### src/rtl/dmem_arbiter_if.sv
// dmem_arbiter_if: bundles the two requester ports (M0 = miniRV core data port,
// M1 = debug/program loader) and the DMEM-side port of the data-memory arbiter.
//
// Signals per requester mX:
//   mX_req, mX_lock, mX_we, mX_addr, mX_wdata : requester -> arbiter
//   mX_gnt, mX_rvalid, mX_rdata               : arbiter -> requester
// DMEM side:
//   mem_addr, mem_we, mem_wdata : arbiter -> DMEM
//   mem_rdata                   : DMEM -> arbiter
// starve_o exists only when ARB_STARVE_GUARD_EN is defined.
//
// Modports: slave = arbiter view, master = requester/DMEM-environment view.
interface dmem_arbiter_if #(
    parameter int AW = 32,
    parameter int DW = 32
);
    logic          m0_req;
    logic          m0_lock;
    logic          m0_we;
    logic [AW-1:0] m0_addr;
    logic [DW-1:0] m0_wdata;
    logic          m0_gnt;
    logic          m0_rvalid;
    logic [DW-1:0] m0_rdata;

    logic          m1_req;
    logic          m1_lock;
    logic          m1_we;
    logic [AW-1:0] m1_addr;
    logic [DW-1:0] m1_wdata;
    logic          m1_gnt;
    logic          m1_rvalid;
    logic [DW-1:0] m1_rdata;

    logic [AW-1:0] mem_addr;
    logic          mem_we;
    logic [DW-1:0] mem_wdata;
    logic [DW-1:0] mem_rdata;

`ifdef ARB_STARVE_GUARD_EN
    logic          starve_o;
`endif

    modport slave (
`ifdef ARB_STARVE_GUARD_EN
        output starve_o,
`endif
        input  m0_req, m0_lock, m0_we, m0_addr, m0_wdata,
        output m0_gnt, m0_rvalid, m0_rdata,
        input  m1_req, m1_lock, m1_we, m1_addr, m1_wdata,
        output m1_gnt, m1_rvalid, m1_rdata,
        output mem_addr, mem_we, mem_wdata,
        input  mem_rdata
    );

    modport master (
`ifdef ARB_STARVE_GUARD_EN
        input  starve_o,
`endif
        output m0_req, m0_lock, m0_we, m0_addr, m0_wdata,
        input  m0_gnt, m0_rvalid, m0_rdata,
        output m1_req, m1_lock, m1_we, m1_addr, m1_wdata,
        input  m1_gnt, m1_rvalid, m1_rdata,
        input  mem_addr, mem_we, mem_wdata,
        output mem_rdata
    );
endinterface

### src/rtl/dmem_arbiter.sv
// dmem_arbiter: shares the single DMEM port between M0 (core data port) and
// M1 (debug/program loader). Round-robin arbitration, lock-based bursts capped
// at MAX_BURST grants, and read-return tagging across the RD_LAT-cycle DMEM
// read latency. At most one transaction is issued to DMEM per cycle.
//
// Ports:
//   clk_i : system clock
//   rst_i : asynchronous reset, active-high
//   bus   : dmem_arbiter_if.slave (both requester ports plus DMEM side)
//
// Optional feature macro: ARB_STARVE_GUARD_EN. When defined, per-master 8-bit
// wait counters force a grant to a master that has waited MAX_WAIT cycles,
// breaking any lock, and bus.starve_o pulses for that cycle.
module dmem_arbiter #(
    parameter int AW        = 32,
    parameter int DW        = 32,
    parameter int RD_LAT    = 1,
    parameter int MAX_BURST = 8,
    parameter int MAX_WAIT  = 16
) (
    input  logic            clk_i,
    input  logic            rst_i,
    dmem_arbiter_if.slave   bus
);

    // Reject out-of-range configurations at elaboration time.
    generate
        if (RD_LAT < 1 || RD_LAT > 4 || MAX_BURST < 2 || MAX_BURST > 255 ||
            MAX_WAIT < 1 || MAX_WAIT > 255) begin : g_bad_params
            $error("dmem_arbiter: parameter out of range");
        end
    endgenerate

    typedef enum logic [1:0] {ARB, LOCK0, LOCK1} state_t;

    localparam logic [7:0] BURST_LIMIT = 8'(MAX_BURST);

    state_t        state, state_nxt;
    logic          rr_last, rr_last_nxt;
    logic [7:0]    burst_cnt, burst_cnt_nxt;
    logic [7:0]    burst_inc;
    logic          lock_hold;
    logic          owner;
    logic          win;
    logic          gnt0, gnt1;
    logic          any_gnt;
    logic          sel_we;
    logic          rd_push;
    logic [AW-1:0] addr_q;
    logic [DW-1:0] wdata_q;
    logic [RD_LAT-1:0] pipe_v;
    logic [RD_LAT-1:0] pipe_id;
    logic          rvalid0, rvalid1;
    logic [DW-1:0] rdata0_q, rdata1_q;

`ifdef ARB_STARVE_GUARD_EN
    localparam logic [7:0] WAIT_LIMIT = 8'(MAX_WAIT);
    logic [7:0] wait0, wait1;
    logic       starve0, starve1;
    logic       starve_fire;

    // A master only counts as starving while it is still requesting, so a
    // stale counter never produces a grant to an idle master.
    assign starve0 = bus.m0_req && (wait0 >= WAIT_LIMIT);
    assign starve1 = bus.m1_req && (wait1 >= WAIT_LIMIT);
    assign bus.starve_o = starve_fire;
`endif

    // State register plus round-robin history and burst length.
    always_ff @(posedge clk_i or posedge rst_i) begin
        if (rst_i) begin
            state     <= ARB;
            rr_last   <= 1'b1;
            burst_cnt <= '0;
        end else begin
            state     <= state_nxt;
            rr_last   <= rr_last_nxt;
            burst_cnt <= burst_cnt_nxt;
        end
    end

    // Grant decision. A locked owner that still requests keeps the port;
    // otherwise the cycle is arbitrated normally, so dropping the request
    // while locked costs no idle bubble. A burst ending on the cap leaves
    // rr_last pointing at the owner, which hands the next tie to the other
    // master.
    always_comb begin
        gnt0          = 1'b0;
        gnt1          = 1'b0;
        state_nxt     = state;
        rr_last_nxt   = rr_last;
        burst_cnt_nxt = burst_cnt;
        burst_inc     = burst_cnt + 8'd1;
        owner         = 1'b0;
        win           = 1'b0;
`ifdef ARB_STARVE_GUARD_EN
        starve_fire   = 1'b0;
`endif
        lock_hold = ((state == LOCK0) && bus.m0_req) ||
                    ((state == LOCK1) && bus.m1_req);

        if (lock_hold) begin
            owner         = (state == LOCK1);
            gnt0          = !owner;
            gnt1          = owner;
            burst_cnt_nxt = burst_inc;
            if (!(owner ? bus.m1_lock : bus.m0_lock) || (burst_inc >= BURST_LIMIT)) begin
                state_nxt     = ARB;
                burst_cnt_nxt = '0;
            end
        end else begin
            state_nxt     = ARB;
            burst_cnt_nxt = '0;
            if (bus.m0_req || bus.m1_req) begin
                win         = (bus.m0_req && bus.m1_req) ? !rr_last : bus.m1_req;
                gnt0        = !win;
                gnt1        = win;
                rr_last_nxt = win;
                if (win ? bus.m1_lock : bus.m0_lock) begin
                    state_nxt     = win ? LOCK1 : LOCK0;
                    burst_cnt_nxt = 8'd1;
                end
            end
        end

`ifdef ARB_STARVE_GUARD_EN
        if (starve0 || starve1) begin
            win           = (starve0 && starve1) ? !rr_last : starve1;
            gnt0          = !win;
            gnt1          = win;
            rr_last_nxt   = win;
            state_nxt     = ARB;
            burst_cnt_nxt = '0;
            starve_fire   = 1'b1;
        end
`endif

        if (rst_i) begin
            gnt0 = 1'b0;
            gnt1 = 1'b0;
`ifdef ARB_STARVE_GUARD_EN
            starve_fire = 1'b0;
`endif
        end
    end

    assign any_gnt = gnt0 | gnt1;
    assign sel_we  = gnt1 ? bus.m1_we : bus.m0_we;
    assign rd_push = any_gnt & !sel_we;

    assign bus.m0_gnt    = gnt0;
    assign bus.m1_gnt    = gnt1;
    assign bus.mem_we    = any_gnt & sel_we;
    assign bus.mem_addr  = !any_gnt ? addr_q  : (gnt1 ? bus.m1_addr  : bus.m0_addr);
    assign bus.mem_wdata = !any_gnt ? wdata_q : (gnt1 ? bus.m1_wdata : bus.m0_wdata);

    // Remember the last issued address/data so the DMEM bus stays quiet
    // between transactions.
    always_ff @(posedge clk_i or posedge rst_i) begin
        if (rst_i) begin
            addr_q  <= '0;
            wdata_q <= '0;
        end else if (any_gnt) begin
            addr_q  <= bus.mem_addr;
            wdata_q <= bus.mem_wdata;
        end
    end

    // Read tag pipe: one entry per cycle, tail lines up with mem_rdata.
    always_ff @(posedge clk_i or posedge rst_i) begin
        if (rst_i) begin
            pipe_v  <= '0;
            pipe_id <= '0;
        end else begin
            pipe_v[0]  <= rd_push;
            pipe_id[0] <= gnt1;
            for (int i = 1; i < RD_LAT; i++) begin
                pipe_v[i]  <= pipe_v[i-1];
                pipe_id[i] <= pipe_id[i-1];
            end
        end
    end

    assign rvalid0 = pipe_v[RD_LAT-1] & !pipe_id[RD_LAT-1];
    assign rvalid1 = pipe_v[RD_LAT-1] &  pipe_id[RD_LAT-1];

    // Each requester's rdata follows mem_rdata on its own return cycle and
    // otherwise keeps the last word it was handed.
    always_ff @(posedge clk_i or posedge rst_i) begin
        if (rst_i) begin
            rdata0_q <= '0;
            rdata1_q <= '0;
        end else begin
            if (rvalid0) rdata0_q <= bus.mem_rdata;
            if (rvalid1) rdata1_q <= bus.mem_rdata;
        end
    end

    assign bus.m0_rvalid = rvalid0;
    assign bus.m1_rvalid = rvalid1;
    assign bus.m0_rdata  = rvalid0 ? bus.mem_rdata : rdata0_q;
    assign bus.m1_rdata  = rvalid1 ? bus.mem_rdata : rdata1_q;

`ifdef ARB_STARVE_GUARD_EN
    // Wait counters: count ungranted request cycles, saturating at 255.
    always_ff @(posedge clk_i or posedge rst_i) begin
        if (rst_i) begin
            wait0 <= '0;
            wait1 <= '0;
        end else begin
            wait0 <= (bus.m0_req && !gnt0) ? ((wait0 == 8'hFF) ? wait0 : wait0 + 8'd1) : 8'd0;
            wait1 <= (bus.m1_req && !gnt1) ? ((wait1 == 8'hFF) ? wait1 : wait1 + 8'd1) : 8'd0;
        end
    end
`endif

endmodule

### src/flat_wrapper.sv
// flat-port wrapper written by rule: the top's interface ports become plain ports
module dmem_arbiter_flat 
#(
    parameter int AW        = 32,
    parameter int DW        = 32,
    parameter int RD_LAT    = 1,
    parameter int MAX_BURST = 8,
    parameter int MAX_WAIT  = 16
)
  (clk_i, rst_i, bus_m0_req, bus_m0_lock, bus_m0_we, bus_m0_addr, bus_m0_wdata, bus_m0_gnt, bus_m0_rvalid, bus_m0_rdata, bus_m1_req, bus_m1_lock, bus_m1_we, bus_m1_addr, bus_m1_wdata, bus_m1_gnt, bus_m1_rvalid, bus_m1_rdata, bus_mem_addr, bus_mem_we, bus_mem_wdata, bus_mem_rdata);
  dmem_arbiter_if #(.AW(AW), .DW(DW)) bus_i ();
  input  logic clk_i;
  input  logic rst_i;
  input wire logic [$bits(bus_i.m0_req)-1:0] bus_m0_req;
  input wire logic [$bits(bus_i.m0_lock)-1:0] bus_m0_lock;
  input wire logic [$bits(bus_i.m0_we)-1:0] bus_m0_we;
  input wire logic [$bits(bus_i.m0_addr)-1:0] bus_m0_addr;
  input wire logic [$bits(bus_i.m0_wdata)-1:0] bus_m0_wdata;
  output wire logic [$bits(bus_i.m0_gnt)-1:0] bus_m0_gnt;
  output wire logic [$bits(bus_i.m0_rvalid)-1:0] bus_m0_rvalid;
  output wire logic [$bits(bus_i.m0_rdata)-1:0] bus_m0_rdata;
  input wire logic [$bits(bus_i.m1_req)-1:0] bus_m1_req;
  input wire logic [$bits(bus_i.m1_lock)-1:0] bus_m1_lock;
  input wire logic [$bits(bus_i.m1_we)-1:0] bus_m1_we;
  input wire logic [$bits(bus_i.m1_addr)-1:0] bus_m1_addr;
  input wire logic [$bits(bus_i.m1_wdata)-1:0] bus_m1_wdata;
  output wire logic [$bits(bus_i.m1_gnt)-1:0] bus_m1_gnt;
  output wire logic [$bits(bus_i.m1_rvalid)-1:0] bus_m1_rvalid;
  output wire logic [$bits(bus_i.m1_rdata)-1:0] bus_m1_rdata;
  output wire logic [$bits(bus_i.mem_addr)-1:0] bus_mem_addr;
  output wire logic [$bits(bus_i.mem_we)-1:0] bus_mem_we;
  output wire logic [$bits(bus_i.mem_wdata)-1:0] bus_mem_wdata;
  input wire logic [$bits(bus_i.mem_rdata)-1:0] bus_mem_rdata;
  assign bus_i.m0_req = bus_m0_req;
  assign bus_i.m0_lock = bus_m0_lock;
  assign bus_i.m0_we = bus_m0_we;
  assign bus_i.m0_addr = bus_m0_addr;
  assign bus_i.m0_wdata = bus_m0_wdata;
  assign bus_m0_gnt = bus_i.m0_gnt;
  assign bus_m0_rvalid = bus_i.m0_rvalid;
  assign bus_m0_rdata = bus_i.m0_rdata;
  assign bus_i.m1_req = bus_m1_req;
  assign bus_i.m1_lock = bus_m1_lock;
  assign bus_i.m1_we = bus_m1_we;
  assign bus_i.m1_addr = bus_m1_addr;
  assign bus_i.m1_wdata = bus_m1_wdata;
  assign bus_m1_gnt = bus_i.m1_gnt;
  assign bus_m1_rvalid = bus_i.m1_rvalid;
  assign bus_m1_rdata = bus_i.m1_rdata;
  assign bus_mem_addr = bus_i.mem_addr;
  assign bus_mem_we = bus_i.mem_we;
  assign bus_mem_wdata = bus_i.mem_wdata;
  assign bus_i.mem_rdata = bus_mem_rdata;
  dmem_arbiter #(.AW(AW), .DW(DW), .RD_LAT(RD_LAT), .MAX_BURST(MAX_BURST), .MAX_WAIT(MAX_WAIT)) u_core (.clk_i(clk_i), .rst_i(rst_i), .bus(bus_i));
endmodule
### config.mk
export PLATFORM = sky130hd
export DESIGN_NAME = dmem_arbiter_flat
export DESIGN_NICKNAME = d
export VERILOG_FILES = /design/src/rtl/dmem_arbiter_if.sv /design/src/rtl/dmem_arbiter.sv /design/src/flat_wrapper.sv
export SDC_FILE = /design/constraint.sdc
export NUM_CORES = 1
export LEC_CHECK = 0
export CAP_MARGIN = 30
export CORE_UTILIZATION = 40
export DETAILED_ROUTE_END_ITERATION = 12
export DONT_BUFFER_PORTS = 1
export PLACE_DENSITY = 0.65
export REMOVE_ABC_BUFFERS = 1
export SETUP_SLACK_MARGIN = 0.05
export SLEW_MARGIN = 30
export SYNTH_ARGS = -nofsm -noshare
export SYNTH_HDL_FRONTEND = slang
export SYNTH_SLANG_ARGS = --single-unit
### constraint.sdc
create_clock -name clk_i -period 7.31 [get_ports clk_i]
set_input_delay 0.731 -clock clk_i [delete_from_list [all_inputs] [get_ports clk_i]]
set_output_delay 0.731 -clock clk_i [all_outputs]
set_load 0.02 [all_outputs]
Word level (Yosys, flattened, before mapping) --
Cells that the tools add are included.
Word-level totals: register bits 141, bits of input ports 168, output and inout bits 133, logic and storage cells 58
Cells by class: $add $sub $neg 1, magnitude comparators 1, equality and inequality tests 3, mux-type cells 25, bitwise logic cells 6, reductions and logical operators 13
Operators with widths (number):
- 32-bit two-way mux | 6
- 8-bit two-way mux | 3
- 1-bit two-way mux | 11
- 2-bit two-way mux | 5
- 8-bit by 1-bit adder with 8-bit output (second input constant) | 1
- 8-bit by 4-bit greater-or-equal comparator with 1-bit output (second input constant) | 1
- 1-bit zero test | 6
- 1-bit AND | 4
- 1-bit logical AND | 3
- 1-bit logical OR | 3
- 2-bit by 1-bit equality test with 1-bit output (second input constant) | 1
- 2-bit equality test (second input constant) | 1
- 2-bit inequality test (second input constant) | 1
- 2-bit AND reduction | 1
- 1-bit inverter | 1
- 1-bit OR | 1

Longest topological paths before layout --
word-level depth 8, mapped depth 7, gate-level depth less buffers 5

Worst setup path after synthesis --
OpenSTA, ideal clock, no wires.
path kind input to output, start point in rst_i, end point out bus_mem_addr[27], arrival 5.344 ns, slack 1.235 ns, cell stages on the path 5, path buffers 1, path through inv_1 o21ai_1 buf_2 a22o_4 a21o_1
On the way: word-level cells in the longest chain between the ends 3, elaborated cells on any way between the ends 5, those cells by class 4 x mux; 1 x bitwise
Ends and longest elaborated chain:
- start, declared | RTL line flat_wrapper.sv:13 | input logic rst_i;
- 1-bit two-way mux | RTL line dmem_arbiter.sv:138 | if (rst_i) begin
- 32-bit two-way mux / 1-bit OR (equally long branches) | RTL line dmem_arbiter.sv:154, dmem_arbiter.sv:147
- 32-bit two-way mux * | RTL line dmem_arbiter.sv:154 | assign bus.mem_addr = !any_gnt ? addr_q : (gnt1 ? bus.m1_addr : bus.m0_addr);
- end, declared | RTL line flat_wrapper.sv:30 | output wire logic [$bits(bus_i.mem_addr)-1:0] bus_mem_addr;
Mark *: on every way between the ends. The rest lies on a longest branch, timed or not.

Worst setup path in the final report --
start point reg u_core.state[0], end point out bus_mem_wdata[30]
On the way: word-level cells in the longest chain between the ends 7, elaborated cells on any way between the ends 13, those cells by class 2 x eq/ne; 6 x mux; 1 x bitwise; 4 x reduce/logical
Ends and longest elaborated chain:
- start, declared | RTL line dmem_arbiter.sv:38 | state_t state, state_nxt;
- start signal, assigned | RTL line dmem_arbiter.sv:76 | state <= state_nxt;
- 2-bit by 1-bit equality test with 1-bit output / 2-bit equality test (equally long branches) | RTL line dmem_arbiter.sv:99, dmem_arbiter.sv:100, dmem_arbiter.sv:103
- 1-bit logical AND (on tied branches) | RTL line dmem_arbiter.sv:99, dmem_arbiter.sv:100
- 1-bit logical OR | RTL line dmem_arbiter.sv:99 | lock_hold = ((state == LOCK0) && bus.m0_req) ||
- 1-bit two-way mux * | RTL line dmem_arbiter.sv:102 | if (lock_hold) begin
- 1-bit two-way mux * | RTL line dmem_arbiter.sv:138
- net bus_m0_gnt | RTL line flat_wrapper.sv:19 | output wire logic [$bits(bus_i.m0_gnt)-1:0] bus_m0_gnt;
- 1-bit OR * | RTL line dmem_arbiter.sv:147 | assign any_gnt = gnt0 | gnt1;
- 32-bit two-way mux * | RTL line dmem_arbiter.sv:155 | assign bus.mem_wdata = !any_gnt ? wdata_q : (gnt1 ? bus.m1_wdata : bus.m0_wdata);
- end, declared | RTL line flat_wrapper.sv:32 | output wire logic [$bits(bus_i.mem_wdata)-1:0] bus_mem_wdata;
The timed path passes the listed nets; every way through them passes the cells marked *.

==> insert_results.sql <==
INSERT INTO impl_metrics (metric_group, metric, value, unit) VALUES
('synth', 'synth_most_common_cell', 'dfrtp_1', ''),
('routing', 'remaining_drc_errors', '0', ''),
('status', 'run_status', 'finished, final reports clean', ''),
('critical_path', 'cp_startpoint', 'u_core.state[0]$_DFFE_PP0P_', ''),
('timing', 'maxSlewViolCount', '0', ''),
('global_routing', 'number_of_global_route_vias_before_repair', '4256', ''),
('global_routing', 'grt_usage', '0.184', ''),
('cells_and_area', 'num_antenna_cells', '0', ''),
('synth', 'yosysWarningCount', '0', ''),
('critical_path', 'timing.reg2reg.worst_path_depth', '6', ''),
('critical_path', 'critical_path_arrival', '3.22', 'ns'),
('global_routing', 'initial_antenna_violation_count', '0', ''),
('synth', 'synth_seq_cells', '141', ''),
('timing', 'period_minus_slack', '3.95', 'ns'),
('clock_network', 'number_of_buffers_created_by_cts', '17', ''),
('clock_network', 'clock_tree.htree_level_count', '4', ''),
('power', 'total_switching_power', '913', 'µW'),
('power', 'cellPowerDensity', '376', 'nW/µm²'),
('global_routing', 'globalRoute.totalOverflow', '0', ''),
('synth', 'synth.largest_area_cell', 'dfrtp_1', ''),
('critical_path', 'timing.critical_path.from_type', 'register', ''),
('flow_run', 'cap_viol_max_count', '0', ''),
('placement', 'gp_congestion', '0.797', ''),
('power', 'share_of_total_power_in_sequential_cells', '0.385', ''),
('clock_network', 'tritoncts_clock_tree', 'yes', ''),
('global_routing', 'grtUsageMet1', '0.177', ''),
('floorplan', 'placeableCoreArea', '15400', 'µm²'),
('synth', 'synthDominantCellAreaShare', '0.545', ''),
('floorplan', 'dieArea', '16600', 'µm²'),
('global_routing', 'grt.met3_usage', '0.110', ''),
('synth', 'synth_seq_area_share', '0.549', ''),
('global_routing', 'grt.busiest_layer', 'met2', ''),
('clock_network', 'cts_hold_buffers', '0', ''),
('timing', 'final_hold_violation_count', '0', ''),
('critical_path', 'worstSetupEndpointType', 'primary output', ''),
('timing', 'finClkSkew', '0.00837', 'ns'),
('global_routing', 'grt_pass1_wl', '22800', 'µm'),
('power', 'ir_drop', '150', 'µV'),
('critical_path', 'worst-endpoint-required', '6.58', 'ns'),
('timing', 'timing_worst_slew_pin_value', '0.829', 'ns'),
('floorplan', 'dieWidth', '129', 'µm'),
('cells_and_area', 'drive_above_1_share', '0.238', ''),
('routing', 'antenna_viol_nets_final', '0', ''),
('floorplan', 'die_h', '129', 'µm'),
('clock_network', 'postCtsSetupRepairBufs', '0', ''),
('synth', 'synth_common_cells', '140 x dfrtp_1, 124 x a21o_1, 64 x mux2_2, 54 x a22o_1, 16 x clkbuf_1', ''),
('synth', 'netlist_area_pre_place', '6420', 'µm²'),
('synth', 'synthTopCellsByArea', 'dfrtp_1 55%, a21o_1 14%, mux2_2 11%', ''),
('critical_path', 'r2r_start', 'u_core.state[0]$_DFFE_PP0P_', ''),
('power', 'internal_power', '1800', 'µW'),
('critical_path', 'setup.worst_path.end', 'bus_mem_wdata[30]', ''),
('timing', 'fin_setup_tns', '0', 'ns'),
('floorplan', 'floorplan.rows', '45', ''),
('routing', 'vias_per_cell', '5.67', ''),
('routing', 'postRouteWirelength', '15600', 'µm'),
('cells_and_area', 'nFillCells', '1397', ''),
('routing', 'detail_routed_net_length_per_standard_cell', '22.0', 'µm'),
('global_routing', 'largest_net_degree_at_the_start_of_global_routing', '74', ''),
('timing', 'timing.final.setup_violations', '0', ''),
('timing', 'grt_setup_unrepaired', 'false', ''),
('power', 'total_leakage_power', '0.00376', 'µW'),
('power', 'swShare', '0.337', ''),
('synth', 'netlist-cell-type-count', '40', ''),
('timing', 'hold_slack', '0.293', 'ns'),
('clock_network', 'clock_sink_count', '141', ''),
('floorplan', 'starting_density', '0.416', ''),
('critical_path', 'setup.reg_to_reg.worst_slack', '4.55', 'ns'),
('cells_and_area', 'num-nets-final', '652', ''),
('critical_path', 'maximum_fanout_along_the_worst_path', '64', ''),
('routing', 'drt_iter0_drc', '116', ''),
('timing', 'fmax', '253', 'MHz');
==> cell families after synthesis <==
logic type,share of synthesized area
simple gates,0.0265
buf+inv,0.0329
compound gates,0.275
mux,0.112
flops,0.549
fa+ha+maj,0.00195
xor+xnor,0.00136
other cells,0.000584
==> cells in the final DEF (no fill, tap or decap), types with 2 or more instances in the layout <==
cell,count
o21ai_0,4
clkbuf_16,17
and2_1,4
inv_1,2
a22o_1,54
nor2_1,2
dfrtp_1,140
inv_6,6
nand2_1,4
a22o_4,10
mux2_2,64
buf_4,6
nor2b_1,3
a21o_1,124
bufinv_16,3
o211ai_1,2
nand2b_1,7
clkinv_2,2
and2b_1,2
clkinv_4,3
a21oi_1,10
conb_1,5
==> layout make-up <==
cell class	count	area, µm²	share of cell area
clock buffers	18	439	0.0610
clock inverters	14	181	0.0252
inverters	3	16.3	0.00226
multi-input cells	313	2710	0.377
flip-flops and latches	141	3530	0.490
well taps	211	264	0.0367
repair buffers	7	56.3	0.00782
==> metal layers <==
layer / wire [µm] / share of wire / vias up
met5: 0 / 0 / -
met4: 297 / 0.019 / 0
met3: 2230 / 0.14 / 19
met2: 7750 / 0.50 / 219
met1: 5280 / 0.34 / 1961
li1: - / - / 1807
==> power by group through the flow <==
stage	Combinational (µW)	Sequential, µW	Clock [µW]
2_1_floorplan	679	1030	0
3_3_place_gp	763	1040	0
3_5_place_dp	780	1050	0
4_1_cts	780	1040	918
5_1_grt	822	1060	949
6_report	773	1040	893
==> through the flow <==
step	util	area [µm²]	total power, µW	instances	setup WS [ns]
4_1_cts	0.466	7190	2740	707	3.36
6_report	0.467	7200	2710	707	3.36
3_3_place_gp	0.426	6570	1810	675	3.90
5_1_grt	0.467	7200	2840	707	3.10
3_5_place_dp	0.426	6570	1830	675	3.79
2_1_floorplan	-	6240	1710	457	-1.23
==> worst min-delay path by stage <==
stage	cells past startpoint	endpoint	start	slack [ns]
floorplan	1	u_core.burst_cnt[0]$_DFF_PP0_	u_core.burst_cnt[0]$_DFF_PP0_	0.49
global placement	1	u_core.burst_cnt[0]$_DFF_PP0_	u_core.burst_cnt[0]$_DFF_PP0_	0.51
detailed placement	1	u_core.burst_cnt[0]$_DFF_PP0_	u_core.burst_cnt[0]$_DFF_PP0_	0.54
CTS	1	u_core.wdata_q[3]$_DFFE_PP0N_	rst_i	0.30
global route	1	u_core.burst_cnt[6]$_DFF_PP0_	rst_i	0.33
finish	1	u_core.wdata_q[3]$_DFFE_PP0N_	rst_i	0.29
==> registers in the layout, indices dropped and copies added (netlist names) <==
register / count
u_core.addr_q: 32
u_core.rdata0_q: 32
u_core.rdata1_q: 32
u_core.wdata_q: 32
u_core.burst_cnt: 8
u_core.state: 2
u_core.pipe_id: 1
u_core.pipe_v: 1
u_core.rr_last: 1
==> critical path: stages (launching register included) <==
cell and delay, ns:
dfrtp_1 0.39, nor2b_1 0.48, a21oi_1 0.15, a21oi_4 0.28, buf_4 0.56, buf_4 0.57, a21o_1 0.32
No activity file was read; power rests on OpenSTA's default activity.
